**config.mk**
```make
export PLATFORM = sky130hd
export DESIGN_NAME = arm_decode_stage
export DESIGN_NICKNAME = d
export VERILOG_FILES = /design/src/rtl/arm_decode_stage.sv
export SDC_FILE = /design/constraint.sdc
export NUM_CORES = 1
export LEC_CHECK = 0
export ABC_AREA = 1
export CAP_MARGIN = 10
export CORE_ASPECT_RATIO = 0.6
export CORE_MARGIN = 2
export CORE_UTILIZATION = 50
export CTS_BUF_LIST = sky130_fd_sc_hd__clkbuf_8 sky130_fd_sc_hd__clkbuf_16
export DETAILED_ROUTE_END_ITERATION = 12
export GPL_TIMING_DRIVEN = 1
export PLACE_DENSITY = 0.85
export SLEW_MARGIN = 20
export SYNTH_ARGS = -nofsm -noshare
export SYNTH_HDL_FRONTEND = slang
export SYNTH_SLANG_ARGS = --single-unit
```
**constraint.sdc**
```tcl
create_clock -name clk_i -period 3.5 [get_ports clk_i]
set_input_delay 0.35 -clock clk_i [delete_from_list [all_inputs] [get_ports clk_i]]
set_output_delay 0.35 -clock clk_i [all_outputs]
set_load 0.05 [all_outputs]
```
**src/rtl/arm_decode_stage.sv**
```systemverilog
// arm_decode_stage: registered ID stage of the 5-stage ARM pipeline.
// Decodes the IF/ID instruction into an ID/EX register handled with
// valid/ready, with a load-use interlock of LU_STALL bubbles, branch
// flush and EX back-pressure. stall_o is combinational so fetch holds
// in the very cycle a hazard or back-pressure is seen.
// Optional macro DECODE_PERF_CNT_EN adds saturating stall/bubble counters.
module arm_decode_stage #(
  parameter int DATA_W   = 32,
  parameter int REG_AW   = 4,
  parameter int LU_STALL = 1
) (
  input  logic              clk_i,
  input  logic              rst_n_i,
  input  logic [31:0]       instr_i,
  input  logic              instr_valid_i,
  input  logic [DATA_W-1:0] pc_i,
  input  logic              flush_i,
  input  logic              ex_ready_i,
  input  logic              ex_ld_valid_i,
  input  logic [REG_AW-1:0] ex_ld_rd_i,
  output logic              stall_o,
  output logic              id_valid_o,
  output logic [3:0]        opcode_o,
  output logic [REG_AW-1:0] rn_o,
  output logic [REG_AW-1:0] rd_o,
  output logic [REG_AW-1:0] rm_o,
  output logic [1:0]        alu_src_sel_o,
  output logic              reg_wr_en_o,
  output logic              mem_rd_en_o,
  output logic              mem_wr_en_o,
  output logic              cpsr_en_o,
  output logic              branch_o,
  output logic              shifter_en_o,
  output logic [3:0]        cond_o,
  output logic [DATA_W-1:0] pc_plus4_o,
`ifdef DECODE_PERF_CNT_EN
  output logic [31:0]       perf_stall_cnt_o,
  output logic [31:0]       perf_bubble_cnt_o,
`endif
  output logic [DATA_W-1:0] imm_o
);

  typedef enum logic [0:0] {RUN = 1'b0, INTERLOCK = 1'b1} state_t;

  state_t            state_r, nxt_state_s;
  logic [1:0]        cnt_r, nxt_cnt_s;
  logic              mem_s, dp_s, br_s, bl_s, use_rn_s, use_rm_s, haz_s;
  logic [3:0]        opcode_s;
  logic [REG_AW-1:0] rn_s, rd_s, rm_s;
  logic [1:0]        sel_s;
  logic              reg_wr_s, mem_rd_s, mem_wr_s, cpsr_s, shift_s;
  logic [DATA_W-1:0] imm_s;
  logic              load_en_s, nxt_valid_s, stall_s;

  // Instruction decode and load-use hazard detection.
  always_comb begin
    mem_s = (instr_i[27:26] == 2'b01);
    dp_s  = (instr_i[27:26] == 2'b00);
    br_s  = (instr_i[27:25] == 3'b101);
    bl_s  = br_s & instr_i[24];
    if (bl_s) begin
      opcode_s = 4'b1101;
    end else if (mem_s) begin
      opcode_s = instr_i[23] ? 4'b0100 : 4'b0010;
    end else begin
      opcode_s = instr_i[24:21];
    end
    rn_s = bl_s ? REG_AW'(4'd0)  : REG_AW'(instr_i[19:16]);
    rd_s = bl_s ? REG_AW'(4'd14) : REG_AW'(instr_i[15:12]);
    rm_s = REG_AW'(instr_i[3:0]);
    if (mem_s) begin
      sel_s = 2'b00;
    end else if (br_s) begin
      sel_s = 2'b01;
    end else begin
      sel_s = 2'b10;
    end
    mem_rd_s = mem_s & instr_i[20];
    mem_wr_s = mem_s & ~instr_i[20];
    reg_wr_s = (dp_s & (opcode_s[3:2] != 2'b10)) | mem_rd_s | bl_s;
    cpsr_s   = dp_s & instr_i[20];
    shift_s  = dp_s | (mem_s & instr_i[25] & ~instr_i[4]);
    if (br_s) begin
      imm_s = {{(DATA_W-26){instr_i[23]}}, instr_i[23:0], 2'b00};
    end else begin
      imm_s = {{(DATA_W-12){instr_i[11]}}, instr_i[11:0]};
    end
    use_rn_s = (dp_s & (opcode_s != 4'b1101) & (opcode_s != 4'b1111)) | mem_s;
    use_rm_s = ~(mem_s & ~instr_i[25] & instr_i[20]) & ~bl_s;
    haz_s = instr_valid_i & ex_ld_valid_i &
            ((use_rn_s & (rn_s == ex_ld_rd_i)) | (use_rm_s & (rm_s == ex_ld_rd_i)));
  end

  // Interlock sequencing: next state, counter and what the ID/EX register loads.
  always_comb begin
    load_en_s   = flush_i | ex_ready_i;
    nxt_valid_s = 1'b0;
    nxt_state_s = state_r;
    nxt_cnt_s   = cnt_r;
    if (flush_i) begin
      nxt_state_s = RUN;
      nxt_cnt_s   = 2'd0;
    end else if (ex_ready_i) begin
      case (state_r)
        RUN: begin
          if (haz_s) begin
            nxt_state_s = INTERLOCK;
            nxt_cnt_s   = 2'(LU_STALL - 1);
          end else begin
            nxt_valid_s = instr_valid_i;
          end
        end
        INTERLOCK: begin
          if (cnt_r != 2'd0) begin
            nxt_cnt_s = cnt_r - 2'd1;
          end else begin
            // Load has left EX by now; the held instruction issues.
            nxt_valid_s = instr_valid_i;
            nxt_state_s = RUN;
          end
        end
        default: begin
          nxt_state_s = RUN;
          nxt_cnt_s   = 2'd0;
        end
      endcase
    end else begin
      nxt_valid_s = 1'b0;
    end
    stall_s = rst_n_i & ~flush_i &
              (~ex_ready_i | ((state_r == RUN) & haz_s) |
               ((state_r == INTERLOCK) & (cnt_r != 2'd0)));
  end

  assign stall_o = stall_s;

  // ID/EX register and interlock state; bubbles clear the control bits.
  always_ff @(posedge clk_i or negedge rst_n_i) begin
    if (!rst_n_i) begin
      state_r       <= RUN;
      cnt_r         <= 2'd0;
      id_valid_o    <= 1'b0;
      opcode_o      <= 4'd0;
      rn_o          <= '0;
      rd_o          <= '0;
      rm_o          <= '0;
      alu_src_sel_o <= 2'd0;
      reg_wr_en_o   <= 1'b0;
      mem_rd_en_o   <= 1'b0;
      mem_wr_en_o   <= 1'b0;
      cpsr_en_o     <= 1'b0;
      branch_o      <= 1'b0;
      shifter_en_o  <= 1'b0;
      cond_o        <= 4'd0;
      pc_plus4_o    <= '0;
      imm_o         <= '0;
    end else begin
      state_r <= nxt_state_s;
      cnt_r   <= nxt_cnt_s;
      if (load_en_s) begin
        id_valid_o   <= nxt_valid_s;
        reg_wr_en_o  <= nxt_valid_s & reg_wr_s;
        mem_rd_en_o  <= nxt_valid_s & mem_rd_s;
        mem_wr_en_o  <= nxt_valid_s & mem_wr_s;
        cpsr_en_o    <= nxt_valid_s & cpsr_s;
        branch_o     <= nxt_valid_s & br_s;
        shifter_en_o <= nxt_valid_s & shift_s;
        if (nxt_valid_s) begin
          opcode_o      <= opcode_s;
          rn_o          <= rn_s;
          rd_o          <= rd_s;
          rm_o          <= rm_s;
          alu_src_sel_o <= sel_s;
          cond_o        <= instr_i[31:28];
          pc_plus4_o    <= pc_i + DATA_W'(4);
          imm_o         <= imm_s;
        end
      end
    end
  end

`ifdef DECODE_PERF_CNT_EN
  // Saturating counters of stalled cycles and bubbles loaded into ID/EX.
  always_ff @(posedge clk_i or negedge rst_n_i) begin
    if (!rst_n_i) begin
      perf_stall_cnt_o  <= 32'd0;
      perf_bubble_cnt_o <= 32'd0;
    end else begin
      if (stall_s && (perf_stall_cnt_o != 32'hFFFF_FFFF)) begin
        perf_stall_cnt_o <= perf_stall_cnt_o + 32'd1;
      end
      if (load_en_s && !nxt_valid_s && (perf_bubble_cnt_o != 32'hFFFF_FFFF)) begin
        perf_bubble_cnt_o <= perf_bubble_cnt_o + 32'd1;
      end
    end
  end
`endif

endmodule

```
==> out/metrics.yaml <==
synth_fp_nets: 754
synth_top_flop_cell: "dfrtp_1"
post_cts_buffers: 0
numCtsBuffers: 9
p_int_mw: 2.29
synth_top_family_by_area: "simple AND/OR/NAND/NOR gates"
clkPwrFrac: 0.263
maxCapViolCount: 0
setup_viol: 0
synth_compound_area_frac: 0.0189
root_buffer: "clkbuf_16"
drt_iter0_markers: 673
initial_core_util: 0.513
synth_xor_area_frac: 0.0522
port_buffers: 167
required_ns: 3.15
synth_fa_ha_area_frac: 0.00497
grt_usage: 0.295
holdBufCountCts: 0
dp_hpwl_mm: 11.3
muxShareOfSynthArea: 0
async_flop_share: 1.00
ios: 168
coreArea_um2: 9810
outcome: "finished, final reports clean"
netlist_area_um2: 5030
fin_crit_ns: 2.93
fmax_mhz: 341
cts_tree: "done"
dp.cells: 942
antenna_cells: 0
viasPerCell: 5.59
setup_tns_ns: 0
slew_violations: 0
clk_pin_slew_worst_paths_ns: 0.06
htree_num_levels: 3
mostFrequentLayoutCells: "nand2_1 (279), clkdlybuf4s50_1 (165), dfrtp_1 (90)"
grt_pass1_vias: 4833
end_kind: "output port"
avgSynthCellArea_um2: 7.42
synthSimpleGateAreaFrac: 0.388
rows: 28
ys_top_cells_by_area: "dfrtp_1 (45%), nand2_1 (21%), nand4_1 (11%), inv_1 (3.7%), xor2_1 (3.1%)"
die_w_um: 134
post_drt_wl_per_cell_um: 16.7
dr.pass1.iters: 6
max-clock-path-buffers: 2
final_cells: 958
min_period_over_period: 0.839
pwr-share-comb: 0.390
p_switching_mw: 1.54
die-area_um2: 10900
final_util: 0.716
cts.sinks: 90
synth_seq_area_share: 0.448
startpoint_type: "input pin"
vias: 5354
gp_congestion: 1.03
slew_headroom: 0.448
routed_wl_mm: 16.0
vdd_ir_drop_max_mv: 0.381
grt-ovfl-total: 0
rsz0062_at_grt: "no"
cp.arrival_ns: 2.58
grt_pass1_wl_mm: 25.2
synth_top_cell_area_share: 0.448
hold_viol_final: 0
synth_area_leader_cell: "dfrtp_1"
synth_cell_types: 21
pwr-share-seq: 0.346
nets: 894
hold_path_class: "input pin to asynchronous set/reset pin"
drive_above_1_share: 0.0377
synth_cells: 678
ys_seq_elements: 90
antenna_found_initial: 0
power.switching_fraction: 0.402
post_cts_resized: 0
worst_slew_pin_slew_ns: 0.829
placed_area_um2: 6710
ys_warn_count: 0
syn_to_final_growth_pct: 39.5
rrSetupSlack_ns: 1.60
final_area_um2: 7020
layout_commonest_cell: "nand2_1"
leakagePower_nw: 3.49
clkLatencyLatePin_ns: 0.34
antenna_left: 0
die_height_um: 81.7
crit_fanout: 15
skew_ns: 0.00637
p_per_area_nw_per_um2: 546
path_class: "input pin to output port"
drc: 0
grt_max_degree: 81
synth_edf_count: 0
==> kinds of logic after synthesis <==
logic type / Yosys count
xor+xnor: 30
fa+ha+maj: 2
simple gates: 443
flops: 90
buf+inv: 97
compound gates: 16
==> flip-flops by register name (all words and copies together), names as in the netlist <==
signal	count
rd_o	4
rn_o	4
opcode_o	4
pc_plus4_o	32
cnt_r	2
alu_src_sel_o	2
id_valid_o	1
cond_o	4
mem_wr_en_o	1
mem_rd_en_o	1
rm_o	4
reg_wr_en_o	1
shifter_en_o	1
branch_o	1
state_r	1
imm_o	26
cpsr_en_o	1
==> cell usage after synthesis, types with 5 or more instances <==
| cell | instances |
|---|---|
| buf_2 | 12 |
| buf_4 | 7 |
| buf_6 | 5 |
| clkbuf_1 | 21 |
| dfrtp_1 | 90 |
| inv_1 | 50 |
| nand2_1 | 279 |
| nand3_1 | 24 |
| nand4_1 | 88 |
| nor2_1 | 36 |
| nor3_1 | 11 |
| o21ai_0 | 14 |
| xnor2_1 | 12 |
| xor2_1 | 18 |
==> layout make-up <==
class / count / area (um2)
tap: 135 / 169
sequential: 90 / 2250
clock inverter: 5 / 61.3
multi-input combinational: 491 / 2340
fill: 775 / 2790
clock buffer: 11 / 253
inverter: 52 / 195
timing repair buffer: 174 / 1740
==> worst paths after layout <==
path                             start              to  cells past startpoint
max                        instr_i[27]         stall_o                     13
min reg2reg                   imm_o[9]        imm_o[9]                      2
min in group clk_i            imm_o[9]        imm_o[9]                      2
max in group asynchronous      rst_n_i      id_valid_o                      2
min                            rst_n_i  pc_plus4_o[30]                      1
max reg2reg                   cnt_r[0]       imm_o[15]                      8
==> layer usage <==
metal | global-route usage | part of all wire | up-vias
li1 | - | - | 2491
met4 | 0.0638 | 0.011 | 0
met3 | 0.0741 | 0.11 | 20
met5 | 0 | 0 | -
met1 | 0.435 | 0.45 | 2537
met2 | 0.443 | 0.43 | 306
==> per-stage QoR <==
| step | setup WS (ns) | total power, mW | hold slack, ns |
|---|---|---|---|
| after CTS | 0.626 | 3.84 | 0.0689 |
| after global placement | 0.537 | 2.80 | 0.425 |
| after detailed placement | 0.392 | 2.82 | 0.434 |
| after floorplan | 1.53 | 2.25 | 0.0544 |
| after global routing | 0.449 | 3.97 | 0.0945 |
| final | 0.565 | 3.83 | 0.0524 |
==> power groups by stage <==
stage               clock network (mW)  logic [mW]  registers [mW]
floorplan                            0       0.345            1.91
global placement                     0        1.47            1.33
detailed placement                   0        1.49            1.33
CTS                               1.02        1.50            1.32
global route                      1.06        1.57            1.34
finish                            1.01        1.50            1.33
==> worst max-delay path, cell delays in order <==
cell,delay (ns)
clkdlybuf4s50_1,0.59
nand4_2,0.41
nand2_1,0.25
inv_1,0.06
nor2_1,0.11
nor2_1,0.05
nand3_1,0.06
nand2_1,0.10
a21oi_4,0.18
nand2_1,0.11
nand3_1,0.08
inv_1,0.05
buf_4,0.18
No activity file was read; power rests on OpenSTA's default activity.
